**config.mk**
```make
export PLATFORM = sky130hd
export DESIGN_NAME = unified_mem_arbiter
export DESIGN_NICKNAME = d
export VERILOG_FILES = /design/src/rtl/cpu_mem_pkg.sv /design/src/rtl/arb_starve_counter.sv /design/src/rtl/unified_mem_arbiter.sv
export SDC_FILE = /design/constraint.sdc
export NUM_CORES = 1
export LEC_CHECK = 0
export ABC_AREA = 0
export BUFFER_PORTS_ARGS = -buffer_cell sky130_fd_sc_hd__buf_2
export CELL_PAD_IN_SITES_DETAIL_PLACEMENT = 0
export CELL_PAD_IN_SITES_GLOBAL_PLACEMENT = 1
export CORE_MARGIN = 2
export CORE_UTILIZATION = 35
export CTS_CLUSTER_SIZE = 10
export DETAILED_ROUTE_END_ITERATION = 8
export GPL_ROUTABILITY_DRIVEN = 0
export PLACE_DENSITY = 0.84
export SYNTH_ARGS = -nofsm -noshare
export SYNTH_HDL_FRONTEND = slang
export SYNTH_HIERARCHICAL = 1
export SYNTH_SLANG_ARGS = --single-unit
export TNS_END_PERCENT = 50
```
**constraint.sdc**
```tcl
create_clock -name clk -period 5.1 [get_ports clk]
set_clock_uncertainty 0.1 [all_clocks]
set_input_delay 0 -clock clk [delete_from_list [all_inputs] [get_ports clk]]
set_output_delay 0 -clock clk [all_outputs]
set_load 0.03 [all_outputs]
```
**src/rtl/cpu_mem_pkg.sv**
```systemverilog
// -----------------------------------------------------------------------------
// cpu_mem_pkg
// Shared types and constants for the unified instruction/data memory arbiter:
//   - arb_state_e : arbiter FSM states (IDLE / WAIT_IF / WAIT_D)
//   - PORT_IF/D   : port identifiers used when naming the arbitration winner
//   - DEF_*_WIDTH : default address and data widths
// -----------------------------------------------------------------------------
package cpu_mem_pkg;

    localparam int DEF_ADDR_WIDTH = 32;
    localparam int DEF_DATA_WIDTH = 32;

    localparam logic PORT_IF = 1'b0;
    localparam logic PORT_D  = 1'b1;

    typedef enum logic [1:0] {
        ST_IDLE    = 2'd0,
        ST_WAIT_IF = 2'd1,
        ST_WAIT_D  = 2'd2
    } arb_state_e;

endpackage

```
**src/rtl/arb_starve_counter.sv**
```systemverilog
// -----------------------------------------------------------------------------
// arb_starve_counter
// Saturating up-counter with synchronous clear. Counts how many times in a row
// the D port has beaten a waiting IF port; at_limit_o tells the arbiter to hand
// the next grant to IF.
// Ports:
//   clk        in   clock, rising edge
//   reset      in   asynchronous, active-high reset
//   inc_i      in   count one more D win over a waiting IF request
//   clr_i      in   clear the count (IF granted or IF not requesting)
//   at_limit_o out  count has reached LIMIT
// -----------------------------------------------------------------------------
module arb_starve_counter #(
    parameter int LIMIT = 4,
    parameter int WIDTH = 4
) (
    input  logic clk,
    input  logic reset,
    input  logic inc_i,
    input  logic clr_i,
    output logic at_limit_o
);

    localparam logic [WIDTH-1:0] LIMIT_C = WIDTH'(LIMIT);

    logic [WIDTH-1:0] cnt_q;
    logic [WIDTH-1:0] cnt_d;

    always_comb begin
        // NOTE: assign a default before any branch so every path drives cnt_d; otherwise a latch is inferred.
        cnt_d = cnt_q;
        if (clr_i) begin
            cnt_d = '0;
        end else if (inc_i && (cnt_q != LIMIT_C)) begin
            cnt_d = cnt_q + 1'b1;
        end
    end

    // NOTE: state registers use non-blocking assignments so every flop samples pre-edge values.
    always_ff @(posedge clk or posedge reset) begin
        if (reset) begin
            cnt_q <= '0;
        end else begin
            cnt_q <= cnt_d;
        end
    end

    assign at_limit_o = (cnt_q == LIMIT_C);

endmodule

```
**src/rtl/unified_mem_arbiter.sv**
```systemverilog
// -----------------------------------------------------------------------------
// unified_mem_arbiter
// Shares one single-port synchronous RAM between the fetch (IF) port and the
// memory-stage (D) port. One transaction is in flight at a time; read data is
// registered and announced with a one-cycle valid pulse, and each port gets a
// combinational stall for the hazard logic.
// Ports:
//   clk, reset                  clock / async active-high reset
//   if_req, if_addr             fetch request (held until if_valid)
//   if_rdata, if_valid, if_stall fetch result, completion pulse, stall
//   d_req, d_we, d_addr, d_wdata data request (held until d_valid)
//   d_rdata, d_valid, d_stall   load result, completion pulse, stall
//   ram_en, ram_we, ram_addr, ram_wdata, ram_rdata  RAM interface
// -----------------------------------------------------------------------------
module unified_mem_arbiter
    import cpu_mem_pkg::*;
#(
    parameter int ADDR_WIDTH   = DEF_ADDR_WIDTH,
    parameter int DATA_WIDTH   = DEF_DATA_WIDTH,
    parameter int LATENCY      = 1,
    parameter int STARVE_LIMIT = 4
) (
    input  logic                  clk,
    input  logic                  reset,
    input  logic                  if_req,
    input  logic [ADDR_WIDTH-1:0] if_addr,
    output logic [DATA_WIDTH-1:0] if_rdata,
    output logic                  if_valid,
    output logic                  if_stall,
    input  logic                  d_req,
    input  logic                  d_we,
    input  logic [ADDR_WIDTH-1:0] d_addr,
    input  logic [DATA_WIDTH-1:0] d_wdata,
    output logic [DATA_WIDTH-1:0] d_rdata,
    output logic                  d_valid,
    output logic                  d_stall,
    output logic                  ram_en,
    output logic                  ram_we,
    output logic [ADDR_WIDTH-1:0] ram_addr,
    output logic [DATA_WIDTH-1:0] ram_wdata,
    input  logic [DATA_WIDTH-1:0] ram_rdata
);

    localparam logic [2:0] LAT_C = 3'(LATENCY);

    arb_state_e            state_q, state_d;
    logic [2:0]            lat_q, lat_d;
    logic                  ram_en_q, ram_en_d;
    logic                  ram_we_q, ram_we_d;
    logic                  wr_q, wr_d;      // in-flight D access is a write
    logic [ADDR_WIDTH-1:0] ram_addr_q, ram_addr_d;
    logic [DATA_WIDTH-1:0] ram_wdata_q, ram_wdata_d;
    logic [DATA_WIDTH-1:0] if_rdata_q, if_rdata_d;
    logic [DATA_WIDTH-1:0] d_rdata_q, d_rdata_d;
    logic                  if_valid_q, if_valid_d;
    logic                  d_valid_q, d_valid_d;

    logic arb_ok;
    logic grant;
    logic winner;
    logic starve_hit;
    logic starve_inc;
    logic starve_clr;

    // The completion cycle is spent in IDLE, but a request still high there
    // belongs to the transaction that is finishing, so it must not be granted.
    assign arb_ok = (state_q == ST_IDLE) && !if_valid_q && !d_valid_q;
    assign grant  = arb_ok && (if_req || d_req);

    // D normally wins; IF takes over once it has been passed over STARVE_LIMIT times.
    assign winner = (d_req && !(if_req && starve_hit)) ? PORT_D : PORT_IF;

    assign starve_inc = grant && (winner == PORT_D) && if_req;
    assign starve_clr = (grant && (winner == PORT_IF)) || ((state_q == ST_IDLE) && !if_req);

    arb_starve_counter #(
        .LIMIT (STARVE_LIMIT),
        .WIDTH (4)
    ) u_starve (
        .clk        (clk),
        .reset      (reset),
        .inc_i      (starve_inc),
        .clr_i      (starve_clr),
        .at_limit_o (starve_hit)
    );

    always_comb begin
        state_d     = state_q;
        lat_d       = lat_q;
        ram_en_d    = 1'b0;
        ram_we_d    = 1'b0;
        wr_d        = wr_q;
        ram_addr_d  = ram_addr_q;
        ram_wdata_d = ram_wdata_q;
        if_rdata_d  = if_rdata_q;
        d_rdata_d   = d_rdata_q;
        if_valid_d  = 1'b0;
        d_valid_d   = 1'b0;

        case (state_q)
            ST_IDLE: begin
                if (grant) begin
                    ram_en_d = 1'b1;
                    lat_d    = LAT_C;
                    if (winner == PORT_D) begin
                        ram_we_d    = d_we;
                        wr_d        = d_we;
                        ram_addr_d  = d_addr;
                        ram_wdata_d = d_wdata;
                        state_d     = ST_WAIT_D;
                    end else begin
                        wr_d       = 1'b0;
                        ram_addr_d = if_addr;
                        state_d    = ST_WAIT_IF;
                    end
                end
            end

            ST_WAIT_IF, ST_WAIT_D: begin
                lat_d = lat_q - 3'd1;
                // Counter is about to reach zero: RAM data is usable now.
                if (lat_q == 3'd1) begin
                    state_d = ST_IDLE;
                    if (state_q == ST_WAIT_IF) begin
                        if_valid_d = 1'b1;
                        if_rdata_d = ram_rdata;
                    end else begin
                        d_valid_d = 1'b1;
                        if (!wr_q) begin
                            d_rdata_d = ram_rdata;
                        end
                    end
                end
            end

            default: state_d = ST_IDLE;
        endcase
    end

    always_ff @(posedge clk or posedge reset) begin
        if (reset) begin
            state_q     <= ST_IDLE;
            lat_q       <= '0;
            ram_en_q    <= 1'b0;
            ram_we_q    <= 1'b0;
            wr_q        <= 1'b0;
            ram_addr_q  <= '0;
            ram_wdata_q <= '0;
            if_rdata_q  <= '0;
            d_rdata_q   <= '0;
            if_valid_q  <= 1'b0;
            d_valid_q   <= 1'b0;
        end else begin
            state_q     <= state_d;
            lat_q       <= lat_d;
            ram_en_q    <= ram_en_d;
            ram_we_q    <= ram_we_d;
            wr_q        <= wr_d;
            ram_addr_q  <= ram_addr_d;
            ram_wdata_q <= ram_wdata_d;
            if_rdata_q  <= if_rdata_d;
            d_rdata_q   <= d_rdata_d;
            if_valid_q  <= if_valid_d;
            d_valid_q   <= d_valid_d;
        end
    end

    assign ram_en    = ram_en_q;
    assign ram_we    = ram_we_q;
    assign ram_addr  = ram_addr_q;
    assign ram_wdata = ram_wdata_q;
    assign if_rdata  = if_rdata_q;
    assign if_valid  = if_valid_q;
    assign d_rdata   = d_rdata_q;
    assign d_valid   = d_valid_q;

    assign if_stall = if_req & ~if_valid_q;
    assign d_stall  = d_req & ~d_valid_q;

endmodule

```
Word level (Yosys, flattened, before mapping)
Cells that the tools add are included.
{ "classes": {"reduce_logical": 26, "n_mux": 21, "n_bitwise": 7, "addsub": 2, "eq_ne": 7} }
{ "ops": {"columns": ["cell", "count"], "rows": [
  ["2-to-1 mux 32 bit", 1],
  ["2-to-1 mux 1 bit", 12],
  ["logical AND 1 bit", 10],
  ["2-to-1 mux 4 bit", 2],
  ["2-to-1 mux 2 bit", 3],
  ["one-hot mux 3 bit (2 select lines)", 1],
  ["AND reduction 2 bit", 3],
  ["AND reduction 3 bit", 2],
  ["NOT 1 bit", 5],
  ["adder 4 x 1 -> 4 bit (second input constant)", 1],
  ["== test 4 x 3 -> 1 bit (second input constant)", 1],
  ["zero test 1 bit", 4],
  ["inequality test 2 bit (second input constant)", 2],
  ["inequality test 4 x 3 -> 1 bit (second input constant)", 1],
  ["one-hot mux 2 bit (2 select lines)", 1],
  ["AND reduction 4 bit", 1],
  ["nonzero test 2 bit", 2],
  ["== test 3 x 1 -> 1 bit (second input constant)", 1],
  ["2-to-1 mux 3 bit", 1],
  ["subtractor 3 x 1 -> 3 bit (second input constant)", 1],
  ["AND 1 bit", 2],
  ["== test 2 x 1 -> 1 bit (second input constant)", 1],
  ["== test 2 bit (second input constant)", 1],
  ["zero test 2 bit", 1],
  ["other kinds (2)", 3]
]} }
{ "word_totals": {"word_cells": 75, "reg_bits": 142, "inputBits": 133} }

Logic depth before layout (Yosys ltp)
Gate-level depths: netlist (run 1).
{ "depth": {"depth_word": 10, "mapped_depth": 13} }

Cells and area by module
Netlist (run 1), hierarchy kept.
{ "modules_own_cells": {"columns": ["module", "cells_each", "area_each_um2", "n_inst", "seq_area_each_um2"], "rows": [
  ["unified_mem_arbiter", 373, 5582.9, 1, 3453.3],
  ["arb_starve_counter", 25, 237.7, 1, 100.1]
]} }

Worst setup path after synthesis (run 1)
Ideal clock, no wire load.
{ "synth_path": {"path_type": "register to register", "startpoint": "register state_q[0]", "endpoint": "register u_starve.cnt_q[3]", "t_arrival_ps": 2223, "setup_slack_ps": 2699, "stages_incl_launch_ff": 12, "path_buffers": 3, "synth_period_minus_slack_ps": 2401, "required_time_ps": 4922, "setup_time_ps": 78, "cell_sequence": "dfrtp_1 > inv_1 > ha_1 > nor3b_2 > and3_1 > buf_6 > buf_8 > buf_6 > and2_1 > nand4_1 > or3_1 > a21oi_1"} }
{ "synth_via": {"elab_chain_cells": 8, "elab_cells_between_ends": 12, "cone_classes": "mux: 1; reduce/logical: 11"} }
{ "synth_lines": {"columns": ["item", "line_no", "text"], "rows": [
  ["start, declared", "unified_mem_arbiter.sv:46", "arb_state_e state_q, state_d;"],
  ["start signal, assigned", "unified_mem_arbiter.sv:154", "state_q <= state_d;"],
  ["zero test 2 bit", "unified_mem_arbiter.sv:67", "assign arb_ok = (state_q == ST_IDLE) && !if_valid_q && !d_valid_q;"],
  ["logical AND 1 bit (2 in series)", "unified_mem_arbiter.sv:67", null],
  ["logical AND 1 bit", "unified_mem_arbiter.sv:68", "assign grant = arb_ok && (if_req || d_req);"],
  ["logical AND 1 bit (2 in series)", "unified_mem_arbiter.sv:73", "assign starve_inc = grant && (winner == PORT_D) && if_req;"],
  ["net starve_inc", "unified_mem_arbiter.sv:62", "logic starve_inc;"],
  ["logical AND 1 bit", "arb_starve_counter.sv:34", "end else if (inc_i && (cnt_q != LIMIT_C)) begin"],
  ["nonzero test 2 bit (no line)", null, null],
  ["end signal, assigned", "arb_starve_counter.sv:44", "cnt_q <= cnt_d;"],
  ["end, declared", "arb_starve_counter.sv:26", "logic [WIDTH-1:0] cnt_q;"]
]} }
The timed path passes the listed nets, and every way through them passes these cells.
A chain may end at the register's enable or synchronous reset.

Final worst setup path (run 1)
Ends and elaborated chain as after synthesis.

==> impl_metrics.py, run 1 <==
metrics = {
    "power": {
        "leakagePower_uw": 0.00455,
        "worst_ir_drop_vdd_uv": 357,
        "finalPower_uw": 6320,
        "p_per_area_mw_per_mm2": 683,
    },
    "logic_synthesis": {
        "netlist_top_cells_area": "dfrtp_1 61%, mux2_2 18%, a221o_1 5.7%, and3_1 3.5%, ha_1 1.3%",
        "netlist.area_leader.share_pct": 61.0,
        "yosysTopAreaCell": "dfrtp_1",
        "synth_area_per_cell_um2": 14.6,
        "postSynthRegisterBits": 142,
        "yosys.cell_types.count": 41,
        "synthesized_net_count": 537,
        "postSynth.topFlopCell": "dfrtp_1",
        "ys_async_sr_fraction_pct": 100,
        "ys_top_cells_by_count": "142 x dfrtp_1, 94 x mux2_2, 33 x a221o_1, 33 x and3_1, 11 x inv_1",
        "seq_area_frac_synth_pct": 61.0,
        "area_of_the_mapped_netlist_mm2": 0.00582,
        "synth_cells": 398,
        "synthesis.yosys.warnings": 6,
        "synth_enable_flop_cells": 0,
        "post-synth-top-count-cell": "dfrtp_1",
    },
    "worst_setup_path": {
        "worst_setup_path_start_kind": "register",
        "worst_setup_path_end_kind": "register",
        "worstPathArrival_ps": 3300,
        "crit_required_ps": 5330,
        "crit_slowest_cell": "buf_4",
        "worstSetupPathType": "register to register",
        "worst_path_dominant_cell_family": "simple AND/OR/NAND/NOR gates",
        "cpPeakStageDelay_ps": 580,
        "cp_cell_sequence": "inv_1, ha_1, nor3b_2, and3_2, buf_4, and2_1, nand4_1, or3_1, a21oi_1",
        "critical_path_peak_fanout": 67,
        "path_buf_inv": 2,
    },
    "routing": {
        "totalWireLength_mm": 15.9,
        "dr_total_vias": 4893,
        "drt.antenna.violating_nets": 0,
        "drc": 0,
        "wl_per_cell_um": 15.5,
        "drt_pre_antenna_iters": 5,
        "via_per_inst": 4.75,
        "drt_first_iter_violations": 135,
    },
    "floorplan": {
        "vertical_die_dimension_um": 133,
        "placeableCoreArea_mm2": 0.0164,
        "std_cell_rows": 47,
        "die-area_mm2": 0.0177,
        "io_pins": 267,
        "initial_core_util_pct": 35.5,
        "horiz_die_dim_um": 133,
    },
    "global_routing": {
        "grt_pass1_wl_mm": 25.9,
        "groute.usage.overall_pct": 18.4,
        "antenna_violations_before_repair": 0,
        "grt_pass1_vias": 5230,
        "globalRoute.totalOverflow": 0,
        "grt_start_max_net_pins": 80,
    },
    "sta": {
        "fin_crit_ps": 3060,
        "setup_tns_final_ps": 0,
        "setup_viol": 0,
        "slew-limit-headroom_pct": 33.1,
        "fin_worst_hold_slack_ps": 122,
        "max_clock_freq_ghz": 0.326,
        "timing.final.crit_share_pct": 60.1,
        "max_slew.worst_pin.slew_ps": 1000,
        "final_max_slew_viol_count": 0,
        "hold_violations": 0,
        "worst_slack_ps": 2040,
        "rsz0062_at_grt": "false",
    },
    "finish": {
        "finalNetCount": 936,
        "post_route_cells_drive_above_1_share_pct": 50.1,
        "synthToLayoutAreaGrowth_pct": 59.0,
        "insertedDiodeCount": 0,
        "fillerInstances": 1312,
        "final_instance_area_mm2": 0.00925,
    },
    "run": {
        "maxCapViolations": 0,
    },
    "place": {
        "pre_cts_ws_ps": 2110,
        "buffers_on_ports": 266,
        "placement.cell_area_mm2": 0.00731,
        "dp_hpwl_mm": 10.3,
    },
    "clocking": {
        "cts_num_sinks": 142,
        "htree_num_levels": 4,
        "clk_path_buf_depth": 2,
        "postCtsResizedCells": 0,
        "cts_tree": "done",
        "cts_buffers": 17,
        "clkLatencyLatePin_ps": 410,
        "clk_pin_slew_ps": 60,
        "clk_root_buffer_cell": "clkbuf_16",
    },
    "min_path": {
        "hp-class": "input pin to async pin",
    },
    "outcome": {
        "status": "finished, final reports clean",
    },
}
## worst reg2reg max path, stage by stage, from the launching register on
cell     delay, ps
dfrtp_1        410
inv_1           80
ha_1           280
nor3b_2        280
and3_2         210
buf_4          580
and2_1         410
nand4_1        160
or3_1          320
a21oi_1        140
## sequential cells by signal, indices dropped and copies added, names as in the netlist
| signal | flops |
|---|---|
| d_rdata | 32 |
| if_rdata | 32 |
| ram_addr | 32 |
| ram_wdata | 32 |
| u_starve/cnt_q | 4 |
| lat_q | 3 |
| state_q | 2 |
| d_valid | 1 |
| if_valid | 1 |
| ram_en | 1 |
| ram_we | 1 |
| wr_q | 1 |
## per-layer routing
metal	part of all wire, %	track usage (%)
met1	39	20.6
met2	52	32.8
met3	6.7	5.33
met4	2.3	7.41
met5	0	0
## cells by family after synthesis
| group | synth area share [%] |
|---|---|
| flip-flops | 61.0 |
| multiplexers | 18.6 |
| AND/OR/NAND/NOR | 7.37 |
| AO/OA/AOI/OAI | 8.15 |
| buffers and inverters | 3.57 |
| adder cells (fa/ha/maj) | 1.29 |
## cell usage in the layout (no fill, tap or decap), types with 3 or more instances in the layout
master,netlist,final
inv_1,11,10
mux2_2,94,94
nand2_1,3,3
and2_1,4,4
clkinvlp_4,0,5
clkbuf_16,0,17
nor2_1,3,3
nand3_1,5,5
clkbuf_8,0,5
a221o_1,33,33
and3_1,33,32
a21oi_1,6,6
ha_1,6,6
dlygate4sd3_1,0,134
buf_4,1,4
nor2b_1,5,5
buf_2,10,266
dfrtp_1,142,142
## worst paths after layout
kind	end	slack, ps	cells past startpoint	from
hold / removal	ram_wdata[4]	120	3	reset
max in group asynchronous	d_rdata[1]	3380	4	reset
setup / recovery	u_starve/cnt_q[3]	2040	9	state_q[0]
min in group clk	d_rdata[12]	250	3	ram_rdata[12]
setup reg to reg	u_starve/cnt_q[3]	2040	9	state_q[0]
hold reg to reg	d_rdata[1]	380	1	d_rdata[1]
## report_power, final
part	internal, uW	switching, uW	total [uW]
logic	1250	1850	3090
registers	1680	300	1980
clock network	783	460	1240
## area by class of cell
cell class	instances	area (um2)	share of cell area, %
multi-input cells	220	2070	22.3
inverters	12	50.0	0.541
flip-flops and latches	142	3550	38.4
well taps	220	275	2.97
clock inverters	9	108	1.16
repair buffers	404	2700	29.2
clock buffers	23	498	5.38
## timing repair
| action | 4_1_cts | 5_1_grt |
|---|---|---|
| hold buffers | 134 | 0 |
| setup endpoints to repair | 0 | 0 |
| setup buffers | 0 | 0 |
| hold endpoints to repair | 196 | 0 |
## per-stage QoR
stage               util [%]  instances
global placement        44.5        864
finish                  56.4       1030
global route            56.4       1030
CTS                     56.4       1030
detailed placement      44.5        864
floorplan                  -        398
Note: power is estimated with default switching activity, not from simulation.
==> run 2, diff against run 1 <==
--- a/config.mk
+++ b/config.mk
@@ -10,11 +10,11 @@
 export CELL_PAD_IN_SITES_DETAIL_PLACEMENT = 0
 export CELL_PAD_IN_SITES_GLOBAL_PLACEMENT = 1
 export CORE_MARGIN = 2
-export CORE_UTILIZATION = 35
+export CORE_UTILIZATION = 33
 export CTS_CLUSTER_SIZE = 10
 export DETAILED_ROUTE_END_ITERATION = 8
 export GPL_ROUTABILITY_DRIVEN = 0
-export PLACE_DENSITY = 0.84
+export PLACE_DENSITY = 0.83
 export SYNTH_ARGS = -nofsm -noshare
 export SYNTH_HDL_FRONTEND = slang
 export SYNTH_HIERARCHICAL = 1
==> constraint.sdc (replaced) <==
create_clock -name clk -period 2.7 [get_ports clk]
set_clock_uncertainty 0.1 [all_clocks]
set_input_delay 0 -clock clk [delete_from_list [all_inputs] [get_ports clk]]
set_output_delay 0 -clock clk [all_outputs]
set_load 0.03 [all_outputs]
==> impl_metrics.py, run 2 (same netlist as run 1, synthesis figures left out) <==
metrics = {
    "clocking": {
        "cts_tree": "done",
        "htree_num_levels": 4,
        "cts_buffers": 17,
        "clkLatencyLatePin_ps": 410,
        "clk_pin_slew_ps": 60,
        "clk_root_buffer_cell": "clkbuf_16",
        "cts_post_setup_buffers_inserted": 0,
        "clk_path_buf_depth": 2,
        "cts_num_sinks": 142,
    },
    "run": {
        "maxCapViolations": 0,
    },
    "worst_setup_path": {
        "crit_slowest_cell": "dlygate4sd3_1",
        "worst_path_dominant_cell_family": "buffers and inverters",
        "cp_cell_sequence": "inv_1, ha_1, nand3b_4, inv_2, nand2_1, and3_2, buf_12, a221o_1, dlygate4sd3_1",
        "worst_setup_path_start_kind": "register",
        "path_buf_inv": 4,
        "cp_num_cells": 9,
        "cpPeakStageDelay_ps": 570,
        "worst_r2r_path_depth": 9,
        "worstSetupPathType": "register to register",
        "worstPathArrival_ps": 2780,
        "critical_path_peak_fanout": 66,
        "worst_setup_path_end_kind": "register",
        "crit_required_ps": 2890,
    },
    "finish": {
        "final_cell_count_no_fill": 1038,
        "finalNetCount": 938,
        "synthToLayoutAreaGrowth_pct": 59.7,
        "post-route-util_pct": 53.8,
        "post_route_cells_drive_above_1_share_pct": 50.5,
        "commonest_non_fill_non_tap_cell_in_the_layout": "buf_2",
        "fillerInstances": 1456,
        "final_cell_mix": "266 x buf_2, 142 x dfrtp_1, 133 x dlygate4sd3_1, 94 x mux2_2, 33 x a221o_1",
    },
    "outcome": {
        "status": "finished, final reports clean",
    },
    "place": {
        "pre_cts_ws_ps": 378,
        "buffers_on_ports": 266,
        "dp_hpwl_mm": 10.5,
        "placed_cells": 872,
    },
    "routing": {
        "wl_per_cell_um": 15.4,
        "totalWireLength_mm": 16.0,
        "drt_first_iter_violations": 149,
        "drt_pre_antenna_iters": 4,
        "drt.antenna.violating_nets": 0,
        "drc": 0,
        "via_per_inst": 4.71,
        "dr_total_vias": 4888,
    },
    "power": {
        "finalPower_uw": 11900,
        "p_per_area_mw_per_mm2": 1280,
        "worst_ir_drop_vdd_uv": 633,
        "leakagePower_uw": 0.00457,
    },
    "floorplan": {
        "placeableCoreArea_mm2": 0.0173,
        "vertical_die_dimension_um": 137,
        "horiz_die_dim_um": 137,
        "io_pins": 267,
        "std_cell_rows": 48,
        "initial_core_util_pct": 33.7,
        "die-area_mm2": 0.0187,
    },
    "global_routing": {
        "globalRoute.totalOverflow": 0,
        "antenna_violations_before_repair": 1,
        "groute.usage.overall_pct": 16.7,
        "grt_start_max_net_pins": 80,
        "grt_pass1_wl_mm": 24.4,
        "grt_pass1_vias": 5068,
    },
    "sta": {
        "final_max_slew_viol_count": 0,
        "setup_tns_final_ps": 0,
        "max_slew.worst_pin.slew_ps": 735,
        "slew-limit-headroom_pct": 51.0,
        "timing.final.crit_share_pct": 96.1,
        "rsz0062_at_grt": "false",
        "fin_crit_ps": 2600,
        "max_clock_freq_ghz": 0.385,
        "hold_violations": 0,
        "worst_slack_ps": 105,
        "setup_viol": 0,
    },
    "min_path": {
        "hp-class": "input pin to async pin",
    },
}
## run 2: tightest hold or removal path, stage by stage
cell	delay (ps)
dlygate4sd3_1	550
buf_2	150
clkinvlp_4	80
buf_12	320
## run 2: where the power goes
group	switching, uW	internal, uW
clock	882	1360
sequential	564	3170
combinational	3500	2410
total	4950	6940
## run 2: through the flow
step | hold slack [ps] | area (um2)
4_1_cts | 226 | 9290
5_1_grt | 248 | 9300
3_5_place_dp | -175 | 7380
3_3_place_gp | -180 | 7380
6_report | 181 | 9300
2_1_floorplan | -334 | 5820
## run 2: timing repair
item | in CTS | in global routing
hold buffers | 133 | 0
setup endpoints to repair | 0 | 30
resized for setup | 0 | 2
hold endpoints to repair | 276 | 0
## run 2: path summary, 6_finish.rpt
| path | from | to | slack, ps |
|---|---|---|---|
| min reg2reg | d_rdata[1] | d_rdata[1] | 390 |
| max | u_starve/cnt_q[0] | ram_addr[18] | 100 |
| max reg2reg | u_starve/cnt_q[0] | ram_addr[18] | 100 |
| min in group clk | d_we | ram_we | 260 |
| max in group asynchronous | reset | d_rdata[23] | 1650 |
| min | reset | state_q[1] | 180 |
## run 2: layout make-up
cell class | count | area (um2) | area share [%]
clock buffer | 22 | 484 | 5.21
antenna | 1 | 2.50 | 0.0269
multi-input combinational | 220 | 2080 | 22.3
sequential | 142 | 3550 | 38.2
tap | 225 | 282 | 3.03
clock inverter | 10 | 86.3 | 0.929
inverter | 12 | 48.8 | 0.525
timing repair buffer | 406 | 2770 | 29.7
## run 2: metal layers
layer	track usage, %	wire length [um]	vias to the layer above
met5	0	0	-
met4	6.24	325	0
met3	4.07	872	23
met2	31.2	8570	179
met1	18.2	6230	2415
li1	-	-	2271
